[config.mk]
export PLATFORM = sky130hd
export DESIGN_NAME = barrel_shifter_pipe_flat
export DESIGN_NICKNAME = d
export VERILOG_FILES = /design/src/rtl/barrel_shifter_pipe_if.sv /design/src/rtl/barrel_shifter_pipe.sv /design/src/flat_wrapper.sv
export SDC_FILE = /design/constraint.sdc
export NUM_CORES = 1
export LEC_CHECK = 0
export BUFFER_PORTS_ARGS = -buffer_cell sky130_fd_sc_hd__buf_2
export CORE_MARGIN = 3
export CORE_UTILIZATION = 49
export CTS_CLUSTER_SIZE = 10
export DETAILED_ROUTE_END_ITERATION = 16
export PLACE_DENSITY = 0.73
export SLEW_MARGIN = 20
export SYNTH_ARGS = -nofsm -noshare
export SYNTH_HDL_FRONTEND = slang
export SYNTH_SLANG_ARGS = --single-unit
[constraint.sdc]
create_clock -name clk -period 10.2 [get_ports clk]
set_input_delay 2.04 -clock clk [delete_from_list [all_inputs] [get_ports clk]]
set_output_delay 2.04 -clock clk [all_outputs]
set_load 0.005 [all_outputs]
[src/rtl/barrel_shifter_pipe_if.sv]
// Operand/result bundle for the pipelined barrel shifter.
// master drives operands and out_ready; slave is the shifter itself.
interface barrel_shifter_pipe_if #(
  parameter int WIDTH = 16
);
  localparam int SHW = $clog2(WIDTH);

  logic             in_valid;
  logic             in_ready;
  logic [WIDTH-1:0] in_data;
  logic [SHW-1:0]   in_amt;
  logic [1:0]       in_mode;
  logic             out_valid;
  logic             out_ready;
  logic [WIDTH-1:0] out_data;
  logic             out_zero;

  modport master (
    output in_valid, in_data, in_amt, in_mode, out_ready,
    input  in_ready, out_valid, out_data, out_zero
  );

  modport slave (
    input  in_valid, in_data, in_amt, in_mode, out_ready,
    output in_ready, out_valid, out_data, out_zero
  );
endinterface

[src/rtl/barrel_shifter_pipe.sv]
// Pipelined barrel shifter (LSL/LSR/ASR/ROL): one registered mux level per
// shift-amount bit, MSB first, followed by a result register.
module barrel_shifter_pipe #(
  parameter int WIDTH = 16
) (
  input  logic                  clk,
  input  logic                  rst,
  barrel_shifter_pipe_if.slave  bus
);
  localparam int SHW = $clog2(WIDTH);

  typedef enum logic [1:0] {
    MODE_LSL = 2'b00,
    MODE_LSR = 2'b01,
    MODE_ASR = 2'b10,
    MODE_ROL = 2'b11
  } mode_e;

  // Handshake: a transfer happens on a rising edge where valid && ready.
  // The whole pipe advances together when the result slot is empty or being
  // taken; otherwise every stage (bubbles included) holds. in_ready mirrors
  // that advance condition, so a held in_valid has no effect while stalled.
  logic advance;

  logic             v_q [SHW];
  logic [WIDTH-1:0] d_q [SHW];
  logic [SHW-1:0]   a_q [SHW];
  mode_e            m_q [SHW];
  logic             s_q [SHW];
  logic [WIDTH-1:0] step_d [SHW];

  logic             ov_q;
  logic [WIDTH-1:0] od_q;

  function automatic logic [WIDTH-1:0] shift_step(
    input logic [WIDTH-1:0] d,
    input int               sh,
    input mode_e            mode,
    input logic             sign
  );
    logic [WIDTH-1:0] res;
    logic [WIDTH-1:0] fill;
    res  = d;
    fill = sign ? ~({WIDTH{1'b1}} >> sh) : '0;
    case (mode)
      MODE_LSL: res = d << sh;
      MODE_LSR: res = d >> sh;
      // Sign comes from the original operand, not the partially shifted data.
      MODE_ASR: res = (d >> sh) | fill;
      MODE_ROL: res = (d << sh) | (d >> (WIDTH - sh));
      default:  res = d;
    endcase
    return res;
  endfunction

  assign advance       = !ov_q || bus.out_ready;
  assign bus.in_ready  = advance;
  assign bus.out_valid = ov_q;
  assign bus.out_data  = od_q;
  assign bus.out_zero  = (od_q == '0);

  for (genvar k = 0; k < SHW; k++) begin : g_stage
    logic             src_v;
    logic [WIDTH-1:0] src_d;
    logic [SHW-1:0]   src_a;
    mode_e            src_m;
    logic             src_s;

    if (k == 0) begin : g_head
      assign src_v = bus.in_valid;
      assign src_d = bus.in_data;
      assign src_a = bus.in_amt;
      assign src_m = mode_e'(bus.in_mode);
      assign src_s = bus.in_data[WIDTH-1];
    end else begin : g_tail
      assign src_v = v_q[k-1];
      assign src_d = step_d[k-1];
      assign src_a = a_q[k-1];
      assign src_m = m_q[k-1];
      assign src_s = s_q[k-1];
    end

    // Stage k owns amount bit SHW-1-k, i.e. a shift of 2^(SHW-1-k).
    assign step_d[k] = a_q[k][SHW-1-k]
                     ? shift_step(d_q[k], 1 << (SHW-1-k), m_q[k], s_q[k])
                     : d_q[k];

    always_ff @(posedge clk or posedge rst) begin
      if (rst) begin
        v_q[k] <= 1'b0;
        d_q[k] <= '0;
        a_q[k] <= '0;
        m_q[k] <= MODE_LSL;
        s_q[k] <= 1'b0;
      end else if (advance) begin
        v_q[k] <= src_v;
        d_q[k] <= src_d;
        a_q[k] <= src_a;
        m_q[k] <= src_m;
        s_q[k] <= src_s;
      end
    end
  end

  always_ff @(posedge clk or posedge rst) begin
    if (rst) begin
      ov_q <= 1'b0;
      od_q <= '0;
    end else if (advance) begin
      ov_q <= v_q[SHW-1];
      od_q <= step_d[SHW-1];
    end
  end
endmodule

[src/flat_wrapper.sv]
// flat-port wrapper written by rule: the top's interface ports become plain ports
module barrel_shifter_pipe_flat 
#(
  parameter int WIDTH = 16
)
  (clk, rst, bus_in_valid, bus_in_data, bus_in_amt, bus_in_mode, bus_out_ready, bus_in_ready, bus_out_valid, bus_out_data, bus_out_zero);
  barrel_shifter_pipe_if #(.WIDTH(WIDTH)) bus_i ();
  input  logic clk;
  input  logic rst;
  input wire logic [$bits(bus_i.in_valid)-1:0] bus_in_valid;
  input wire logic [$bits(bus_i.in_data)-1:0] bus_in_data;
  input wire logic [$bits(bus_i.in_amt)-1:0] bus_in_amt;
  input wire logic [$bits(bus_i.in_mode)-1:0] bus_in_mode;
  input wire logic [$bits(bus_i.out_ready)-1:0] bus_out_ready;
  output wire logic [$bits(bus_i.in_ready)-1:0] bus_in_ready;
  output wire logic [$bits(bus_i.out_valid)-1:0] bus_out_valid;
  output wire logic [$bits(bus_i.out_data)-1:0] bus_out_data;
  output wire logic [$bits(bus_i.out_zero)-1:0] bus_out_zero;
  assign bus_i.in_valid = bus_in_valid;
  assign bus_i.in_data = bus_in_data;
  assign bus_i.in_amt = bus_in_amt;
  assign bus_i.in_mode = bus_in_mode;
  assign bus_i.out_ready = bus_out_ready;
  assign bus_in_ready = bus_i.in_ready;
  assign bus_out_valid = bus_i.out_valid;
  assign bus_out_data = bus_i.out_data;
  assign bus_out_zero = bus_i.out_zero;
  barrel_shifter_pipe #(.WIDTH(WIDTH)) u_core (.clk(clk), .rst(rst), .bus(bus_i));
endmodule
======== Word level (Yosys, flattened, before mapping) ========
Index checks and enable logic that the tools add are counted.
operators by class
  multiplexer cells ....................... 12
  reductions and logical operators ........ 7
  eq/ne operators ......................... 12
  bitwise gates (word level) .............. 8
operator list
  cell                number
  $pmux 16 s4         4
  $mux 16             8
  $eq 2x2->1 const B  8
  $logic_not 16->1    1
  $or 12x16->16       1
  $or 14x16->16       1
  $or 15x16->16       1
  $or 16x1->16        1
  $or 16x2->16        1
  $or 16x4->16        1
  $or 16x8->16        1
  $or 8x16->16        1
  $eq 2x1->1 const B  4
  $logic_not 2->1     4
  $logic_not 1->1     1
  $logic_or 1x1->1    1
word-level totals
  register bits ........................... 107
  bits of input ports ..................... 26
  output and inout bits ................... 19

======== Logic depth before layout (Yosys ltp) ========
Gate-level depths: netlist (run 1).
  depth in word-level cells ............... 4
  mapped depth ............................ 7
  mapped depth without buffers ............ 4

======== Worst setup path after synthesis (run 1) ========
Ideal clock, no wire load.
  path type ............................... input -> output
  from .................................... input bus_out_ready
  to ...................................... output bus_in_ready
  buffers on the path ..................... 3
  arrival ................................. 2.796 ns
  stages .................................. 5
  path slack .............................. 5.364 ns
  path through ............................ nor2b_1 -> buf_2 -> clkinv_1 -> buf_2 -> buf_2
between the ends
  word-level cells in the longest chain between the ends .. 1
ends and longest elaborated chain
  item                RTL line                   text
  start: declaration  flat_wrapper.sv:14         input wire logic [$bits(bus_i.out_ready)-1:0] bus_out_ready;
  $logic_or 1x1->1    barrel_shifter_pipe.sv:56  assign advance = !ov_q || bus.out_ready;
  end: declaration    flat_wrapper.sv:15         output wire logic [$bits(bus_i.in_ready)-1:0] bus_in_ready;
No other way between the ends.

======== Final worst setup path (run 1) ========
Ends and elaborated chain as after synthesis.

==> results.toml, run 1 <==
[critical_path]
crit_path_start_kind = "input port"
cpMostUsedCell = "buf_2"
cp_top_family = "buffers and inverters"
crit_path_end_kind = "output pin"
arrival_ns = 3.21
slowest_delay_ns = 0.72
cp_cell_sequence = "buf_2 > nor2b_4 > buf_4 > inv_2 > buf_2"
crit_type = "in2out"
critical_path.slowest_cell = "buf_4"
critPathRequiredTime_ns = 8.16
worst-path-buf-inv = 4
path_max_fanout = 100

[clock_network]
post_cts_buffers = 0
cts_buffer_depth = 2
cts_root_buf = "clkbuf_8"
cts_sinks = 106
postCtsHoldBufs = 0
postCtsResizedCells = 0
clkTransAtPathRegs_ns = 0.09
cts_made_buffers = 9
htree_levels = 3
clk_latency_ns = 0.36
tritoncts = "done"

[synthesis]
synth_top_area_share = 0.518
yosysMostFrequentCell = "nand2_1"
syn_area_mm2 = 0.00512
yosys-top-cells-count = "nand2_1, dfrtp_1, o21ai_0"
syn_area_per_cell_um2 = 9.34
yosysWarnings = 0
async_reset_ff_frac = 1.00
ys_ff_latch = 106
synth_nets = 574
synth_edf_count = 0
synth_flop_cell = "dfrtp_1"
yosysSeqAreaShare = 0.518
synth_cells = 548
synth_area_leaders = "dfrtp_1, nand2_1, mux2i_1"
ys_types = 34
synth_top_area_cell = "dfrtp_1"

[routing]
wl_met1_um = 4770
drt_iter0_drc = 212
highest_layer = "met4"
antenna_left = 0
vias = 3851
drc = 0
wl_um = 10200
route.met2.wl_um = 4930
drt-wirelength-per-cell_um = 14.5
vias_per_cell = 5.46
wl_met3_um = 344
drtPass1Iterations = 4

[timing]
hold_violations = 0
fin_worst_skew_ns = 0.00914
fmax_mhz = 190
setup_viol = 0
finalMaxSlewViolations = 0
grt_setup_unrepaired = "false"
finalSetupTns_ns = 0
layout_min_cycle_time_ns = 5.25
max_slew_margin = 0.302
timing.final.ws_setup_ns = 4.95
tightest_slew_ns = 1.05
final.period_utilization = 0.515

[floorplan]
core_mm2 = 0.00995
die_h_um = 108
fp.dieW_um = 108
ios = 45
die_area_mm2 = 0.0117
num_rows = 36
start_util = 0.514

[placed_design]
place_congestion = 0.825
dp_slack_ns = 4.93
portBuffers = 44
hpwl_um = 6790

[layout]
drive_above_1_share = 0.142
nNetsFinal = 595
syn2layout_area_growth_pct = 8.19
final.fill_count = 876
utilization = 0.556
antennaDiodeCount = 0

[global_route]
antenna_found_initial = 0
gr-total-overflow = 0
grt_usage = 0.188
grt_max_degree = 116
grt_pass1_vias = 3709
grt_pass1_wl_um = 17700

[power_and_ir_drop]
power_density_mw_per_mm2 = 315
power_w = 0.00174
p_leak_nw = 2.67
max-vdd-ir-drop_mv = 0.219

[status]
status = "completed"

[hold_path]
min_path_type = "reg2reg"

[run]
cap_violations = 0
[sequential cells by signal, summed over array words and instances (netlist names)]
name                  flops
u_core.bus.out_valid      1
u_core.a_q                1
u_core.g_stage.src_m      6
u_core.v_q                1
u_core.m_q                2
u_core.d_q               63
u_core.bus.out_data      16
u_core.g_stage.src_v      3
u_core.g_stage.src_s      3
u_core.g_stage.src_a      9
u_core.s_q                1
[metrics by stage]
| step | hold slack (ns) | instance area (um^2) | cells |
|---|---|---|---|
| 6_report | 0.472 | 5540 | 705 |
| 3_3_place_gp | 0.443 | 5370 | 691 |
| 2_1_floorplan | 0.430 | 5120 | 548 |
| 3_5_place_dp | 0.456 | 5370 | 691 |
| 4_1_cts | 0.477 | 5530 | 705 |
| 5_1_grt | 0.496 | 5540 | 705 |
[metal layers]
layer,vias up,track usage
met2,76,0.316
met4,0,0.0712
met5,-,0
met3,17,0.0304
li1,1938,-
met1,1820,0.244
[report_power, final]
| group | internal [W] | total, W | switching (W) | leakage, nW |
|---|---|---|---|---|
| Sequential | 0.000604 | 0.000799 | 0.000195 | 1.30 |
| Combinational | 0.000321 | 0.000719 | 0.000398 | 1.28 |
| Clock | 0.0000913 | 0.000224 | 0.000132 | 0.0875 |
| Total | 0.00102 | 0.00174 | 0.000725 | 2.67 |
[cell families after synthesis]
logic type,share of synthesized area
simple gates,0.183
compound gates,0.170
flops,0.518
buf+inv,0.0433
mux,0.0746
xor+xnor,0.0115
[layout make-up]
type                    count  area, um^2  area share
clock buffers              10         138      0.0249
clock inverters             4        20.0     0.00362
inverters                  14        55.1     0.00994
multi-input cells         391        2260       0.408
flip-flops and latches    106        2650       0.479
well taps                 133         166      0.0301
repair buffers             47         246      0.0445
[final timing paths]
| kind | start | end | slack, ns | cells after the start |
|---|---|---|---|---|
| max | bus_out_ready | bus_in_ready | 4.95 | 5 |
| min | u_core.g_stage[1].src_a[2] | u_core.g_stage[1].src_a[2] | 0.47 | 2 |
| max reg2reg | u_core.bus.out_valid | u_core.d_q[2] | 7.24 | 6 |
| min reg2reg | u_core.g_stage[1].src_a[2] | u_core.g_stage[1].src_a[2] | 0.47 | 2 |
| max in group asynchronous | rst | u_core.d_q[37] | 7.59 | 3 |
| min in group asynchronous | rst | u_core.d_q[59] | 1.58 | 2 |
[cells in the final DEF (no fill, tap or decap), drive strengths merged, types with 2 or more instances in the layout]
cell type	synthesis	layout
nor4	4	4
o22ai	3	3
and3	2	2
nand3	38	38
clkinv	2	5
mux2i	37	37
o211a	9	9
inv	12	13
nor2	7	7
a211oi	6	6
xor2	3	3
o221a	2	2
nand2	169	169
dfrtp	106	106
o211ai	34	34
a2bb2oi	5	5
clkbuf	23	10
o21ai	54	54
buf	14	47
a221oi	8	8
xnor2	2	2
[worst min-delay path: stages, from the launching register on]
cell	delay [ns]
dfrtp_1	0.35
nand2_1	0.05
nand2_1	0.05
No activity file was read; power rests on OpenSTA's default activity.
==> run 2, diff against run 1 <==
--- a/config.mk
+++ b/config.mk
@@ -5,12 +5,13 @@
 export SDC_FILE = /design/constraint.sdc
 export NUM_CORES = 1
 export LEC_CHECK = 0
+export ABC_AREA = 1
 export BUFFER_PORTS_ARGS = -buffer_cell sky130_fd_sc_hd__buf_2
 export CORE_MARGIN = 3
 export CORE_UTILIZATION = 49
 export CTS_CLUSTER_SIZE = 10
 export DETAILED_ROUTE_END_ITERATION = 16
-export PLACE_DENSITY = 0.73
+export PLACE_DENSITY = 0.75
 export SLEW_MARGIN = 20
 export SYNTH_ARGS = -nofsm -noshare
 export SYNTH_HDL_FRONTEND = slang
==> constraint.sdc (replaced) <==
create_clock -name clk -period 4.62 [get_ports clk]
set_input_delay 0.924 -clock clk [delete_from_list [all_inputs] [get_ports clk]]
set_output_delay 0.924 -clock clk [all_outputs]
set_load 0.005 [all_outputs]
==> results.toml, run 2 <==
[status]
status = "completed"

[layout]
syn2layout_area_growth_pct = 9.56
final_cell_area_mm2 = 0.00611
mostFrequentLayoutCells = "nand2_1, inv_1, dfrtp_1"
final_common_cell = "nand2_1"
nNetsFinal = 797
largest_register_ffs = 63
drive_above_1_share = 0.120
antennaDiodeCount = 0
final.fill_count = 1036
top_register = "u_core.d_q"
layout.cells.non_filler = 916

[synthesis]
synth-compound-area-share = 0.135
synthMuxAreaShare = 0
synth_edf_count = 0
synth_cells = 751
synthXorXnorAreaFrac = 0.00157
syn_area_mm2 = 0.00557
synthAdderAreaFrac = 0
synth_top_family_by_area = "simple AND/OR/NAND/NOR gates"
ys_types = 24
yosys.area_share.simple = 0.269
yosysWarnings = 0
synth_area_leaders = "dfrtp_1, nand2_1, inv_1"
synth_flop_cell = "dfrtp_1"
yosysSeqAreaShare = 0.476
syn_area_per_cell_um2 = 7.42
yosys-top-cells-count = "nand2_1, inv_1, dfrtp_1"
yosysMostFrequentCell = "nand2_1"
synth_top_area_cell = "dfrtp_1"
synth_nets = 777
async_reset_ff_frac = 1.00
synth_top_area_share = 0.476
ys_ff_latch = 106

[routing]
antenna_left = 0
drt-wirelength-per-cell_um = 12.8
wl_met3_um = 579
drt_iter0_drc = 309
route.met2.wl_um = 5770
wl_met1_um = 5150
wl_um = 11700
vias_per_cell = 5.21
highest_layer = "met4"
vias = 4772
drtPass1Iterations = 5
drc = 0

[hold_path]
min_path_type = "reg2reg"
worstHoldPathCells = 2

[critical_path]
arrival_ns = 1.73
critical_path.slowest_cell = "nand2_4"
cp_top_family = "simple AND/OR/NAND/NOR gates"
cpMostUsedCell = "buf_2"
worst-path-buf-inv = 3
path_max_fanout = 62
slowest_delay_ns = 0.44
crit_type = "in2out"
path_depth = 4
cp_cell_sequence = "buf_2 > inv_1 > nand2_4 > buf_2"
rr_worst_depth = 5
crit_path_start_kind = "input port"
critPathRequiredTime_ns = 3.70
crit_path_end_kind = "output pin"

[run]
cap_violations = 0

[floorplan]
core_mm2 = 0.0110
ios = 45
die_h_um = 113
start_util = 0.508
die_area_mm2 = 0.0127
fp.dieW_um = 113
num_rows = 38

[placed_design]
place_inst = 900
portBuffers = 44
hpwl_um = 7940
place_area_mm2 = 0.00577
place_congestion = 0.862

[timing]
tightest_slew_ns = 0.889
final.period_utilization = 0.574
finalSetupTns_ns = 0
max_slew_margin = 0.407
grt_setup_unrepaired = "false"
hold_violations = 0
layout_min_cycle_time_ns = 2.65
fmax_mhz = 377
fin_worst_skew_ns = 0.00738
finalMaxSlewViolations = 0
setup_viol = 0
whs_ns = 0.467

[clock_network]
postCtsResizedCells = 0
post_cts_buffers = 0
cts_sinks = 106
postCtsHoldBufs = 0
cts_buffer_depth = 2
cts_root_buf = "clkbuf_16"
cts_made_buffers = 9
clkTransAtPathRegs_ns = 0.07
tritoncts = "done"
clk_latency_ns = 0.34
htree_levels = 3

[power_and_ir_drop]
max-vdd-ir-drop_mv = 0.368
power_density_mw_per_mm2 = 739
p_leak_nw = 3.23
power_w = 0.00451

[global_route]
gr-total-overflow = 0
antenna_found_initial = 0
grt_max_degree = 85
grt_pass1_vias = 4484
grt_usage = 0.190
grt_pass1_wl_um = 20200
-- run 2: layer usage --
metal | track usage | up-vias
met4 | 0.0601 | 0
met5 | 0 | -
li1 | - | 2396
met3 | 0.0367 | 18
met1 | 0.240 | 2221
met2 | 0.328 | 137
-- run 2: logic make-up after synthesis --
logic type                after synthesis
and+or+nand+nor                       352
buffers and inverters                 154
DFF                                   106
xor gates and xnor gates                1
AOI/OAI and AO/OA                     138
-- run 2: power by group --
part / total (W) / leakage, nW / switching (W) / internal [W]
Combinational: 0.00195 / 1.80 / 0.00126 / 0.000696
Sequential: 0.00173 / 1.26 / 0.000363 / 0.00136
Clock: 0.000831 / 0.163 / 0.000326 / 0.000505
-- run 2: layout make-up --
| class | instances | area, um^2 | share of cell area |
|---|---|---|---|
| tap | 140 | 175 | 0.0287 |
| clock buffer | 12 | 256 | 0.0420 |
| sequential | 106 | 2650 | 0.434 |
| timing repair buffer | 47 | 243 | 0.0397 |
| clock inverter | 4 | 73.8 | 0.0121 |
| multi-input combinational | 491 | 2270 | 0.371 |
| inverter | 116 | 440 | 0.0721 |
-- run 2: metrics by stage --
stage                     setup slack, ns   util
final                                1.97  0.556
after detailed placement             1.96  0.526
after CTS                            1.97  0.556
after global placement               1.98  0.526
after floorplan                     0.907      -
after global routing                 1.91  0.556
-- run 2: tightest hold or removal path, delay by kind of cell (launching register included) --
family	cells	cell delay (ns)
buf+inv	1	0.05
simple gates	1	0.05
flops	1	0.34
-- run 2: path summary, 6_finish.rpt --
path | start | end | slack (ns)
hold reg to reg | u_core.v_q[0] | u_core.bus.out_valid | 0.47
min in group asynchronous | rst | u_core.bus.out_valid | 0.72
max in group asynchronous | rst | u_core.d_q[43] | 3.11
setup reg to reg | u_core.bus.out_valid | u_core.d_q[18] | 2.56
hold / removal | u_core.v_q[0] | u_core.bus.out_valid | 0.47
setup / recovery | bus_out_ready | bus_in_ready | 1.97
==> run 3, diff against run 2 <==
--- a/config.mk
+++ b/config.mk
@@ -11,7 +11,7 @@
 export CORE_UTILIZATION = 49
 export CTS_CLUSTER_SIZE = 10
 export DETAILED_ROUTE_END_ITERATION = 16
-export PLACE_DENSITY = 0.75
+export PLACE_DENSITY = 0.72
 export SLEW_MARGIN = 20
 export SYNTH_ARGS = -nofsm -noshare
 export SYNTH_HDL_FRONTEND = slang
==> constraint.sdc (replaced) <==
create_clock -name clk -period 2.5 [get_ports clk]
set_input_delay 0.5 -clock clk [delete_from_list [all_inputs] [get_ports clk]]
set_output_delay 0.5 -clock clk [all_outputs]
set_load 0.005 [all_outputs]
==> results.toml, run 3 (synthesized netlist as in run 2, its figures left out) <==
[placed_design]
place_inst = 904
place_congestion = 0.811
dp_slack_ns = 0.727
hpwl_um = 8380
portBuffers = 44

[timing]
whs_ns = 0.302
setup_viol = 0
layout_min_cycle_time_ns = 1.77
hold_violations = 0
fin_worst_skew_ns = 0.00798
grt_setup_unrepaired = "false"
finalMaxSlewViolations = 0
tightest_slew_ns = 0.853
finalSetupTns_ns = 0
timing.final.ws_setup_ns = 0.731
max_slew_margin = 0.431
fmax_mhz = 565
final.period_utilization = 0.708

[hold_path]
min_path_type = "in2async"

[routing]
vias = 4763
vias_per_cell = 5.18
drt-wirelength-per-cell_um = 13.1
antenna_left = 0
wl_um = 12000
drc = 0
drtPass1Iterations = 5
drt_iter0_drc = 330

[global_route]
grt_usage = 0.197
grt_pass1_wl_um = 20800
grt_max_degree = 107
grt_use_met3 = 0.0264
gr-total-overflow = 0
grt-busiest-layer = "met2"
met2_usage = 0.336
grt_pass1_vias = 4486
antenna_found_initial = 0
met1_usage = 0.259

[layout]
top_register = "u_core.d_q"
layout.cells.non_filler = 920
drive_above_1_share = 0.124
final.fill_count = 1071
final_common_cell = "nand2_1"
largest_register_ffs = 63
mostFrequentLayoutCells = "nand2_1, inv_1, dfrtp_1"
antennaDiodeCount = 0
nNetsFinal = 801
syn2layout_area_growth_pct = 10.7

[critical_path]
cp_cell_sequence = "nand2_4 > buf_2"
worst-path-buf-inv = 1
critical_path.slowest_cell = "dfrtp_1"
crit_type = "reg2out"
arrival_ns = 1.27
crit_path_start_kind = "flip-flop"
cp_top_family = "flip-flops"
path_max_fanout = 39
critPathRequiredTime_ns = 2.00
path_depth = 2
slowest_delay_ns = 0.41
crit_path_end_kind = "output pin"
rr_worst_depth = 4

[clock_network]
htree_levels = 3
cts_made_buffers = 9
cts_sinks = 106
clkTransAtPathRegs_ns = 0.07
postCtsHoldBufs = 0
postCtsResizedCells = 0
clk_latency_ns = 0.35
cts_root_buf = "clkbuf_16"
post_cts_buffers = 0
tritoncts = "done"
cts_buffer_depth = 2

[power_and_ir_drop]
power_density_mw_per_mm2 = 1370
max-vdd-ir-drop_mv = 0.537
p_leak_nw = 3.25

[floorplan]
fp.dieW_um = 113
core_mm2 = 0.0110
ios = 45
num_rows = 38
die_area_mm2 = 0.0127
start_util = 0.508
die_h_um = 113

[status]
status = "completed"

[run]
cap_violations = 0
==> run 3: changes by cell type in the layout (fill, tap and decap cells not counted) <==
cell / change
clkinv_4: -1
inv_6: -1
inv_8: +1
buf_4: +1
clkinvlp_4: +3
buf_12: +3
clkinv_2: -1
clkbuf_8: -1
==> run 3: layout make-up <==
cell class	instances	area, um^2	share of cell area
Sequential cell	106	2650	0.430
Clock buffer	11	243	0.0393
Inverter	116	439	0.0712
Multi-Input combinational cell	491	2270	0.367
Timing Repair Buffer	51	310	0.0503
Clock inverter	5	86.3	0.0140
Tap cell	140	175	0.0284
==> run 3: worst register-to-register path: stages (launching register included) <==
cell and delay, ns:
dfrtp_1 0.71, inv_1 0.26, nor2_1 0.35, nand3_1 0.12, a22oi_1 0.16
==> run 3: stage by stage <==
step                total power, W  instance area [um^2]  utilization
CTS                        0.00849                  6170        0.562
detailed placement         0.00689                  5840        0.532
floorplan                  0.00603                  5580            -
global route               0.00921                  6170        0.562
finish                     0.00845                  6170        0.562
global placement           0.00675                  5840        0.532
==> run 3: worst paths after layout <==
check                                     endpoint                  startpoint  slack [ns]
max                                   bus_in_ready        u_core.bus.out_valid        0.73
min                        u_core.g_stage[1].src_v                         rst        0.30
max reg2reg                         u_core.d_q[17]  u_core.g_stage[2].src_a[2]        0.81
min reg2reg                   u_core.bus.out_valid               u_core.v_q[0]        0.46
max in group asynchronous           u_core.d_q[21]                         rst        1.79
min in group clk                    u_core.d_q[53]              bus_in_data[5]        0.34
==> run 3: power breakdown <==
part / leakage (nW) / switching, W / internal [W]
sequential: 1.26 / 0.000650 / 0.00252
clock: 0.154 / 0.000658 / 0.000913
combinational: 1.83 / 0.00238 / 0.00133
==> run 3: metal layers <==
layer  routed length [um]  vias up
met4                  197        0
met3                  451       15
met1                 5550     2223
met5                    0        -
met2                 5850      120
li1                     -     2405
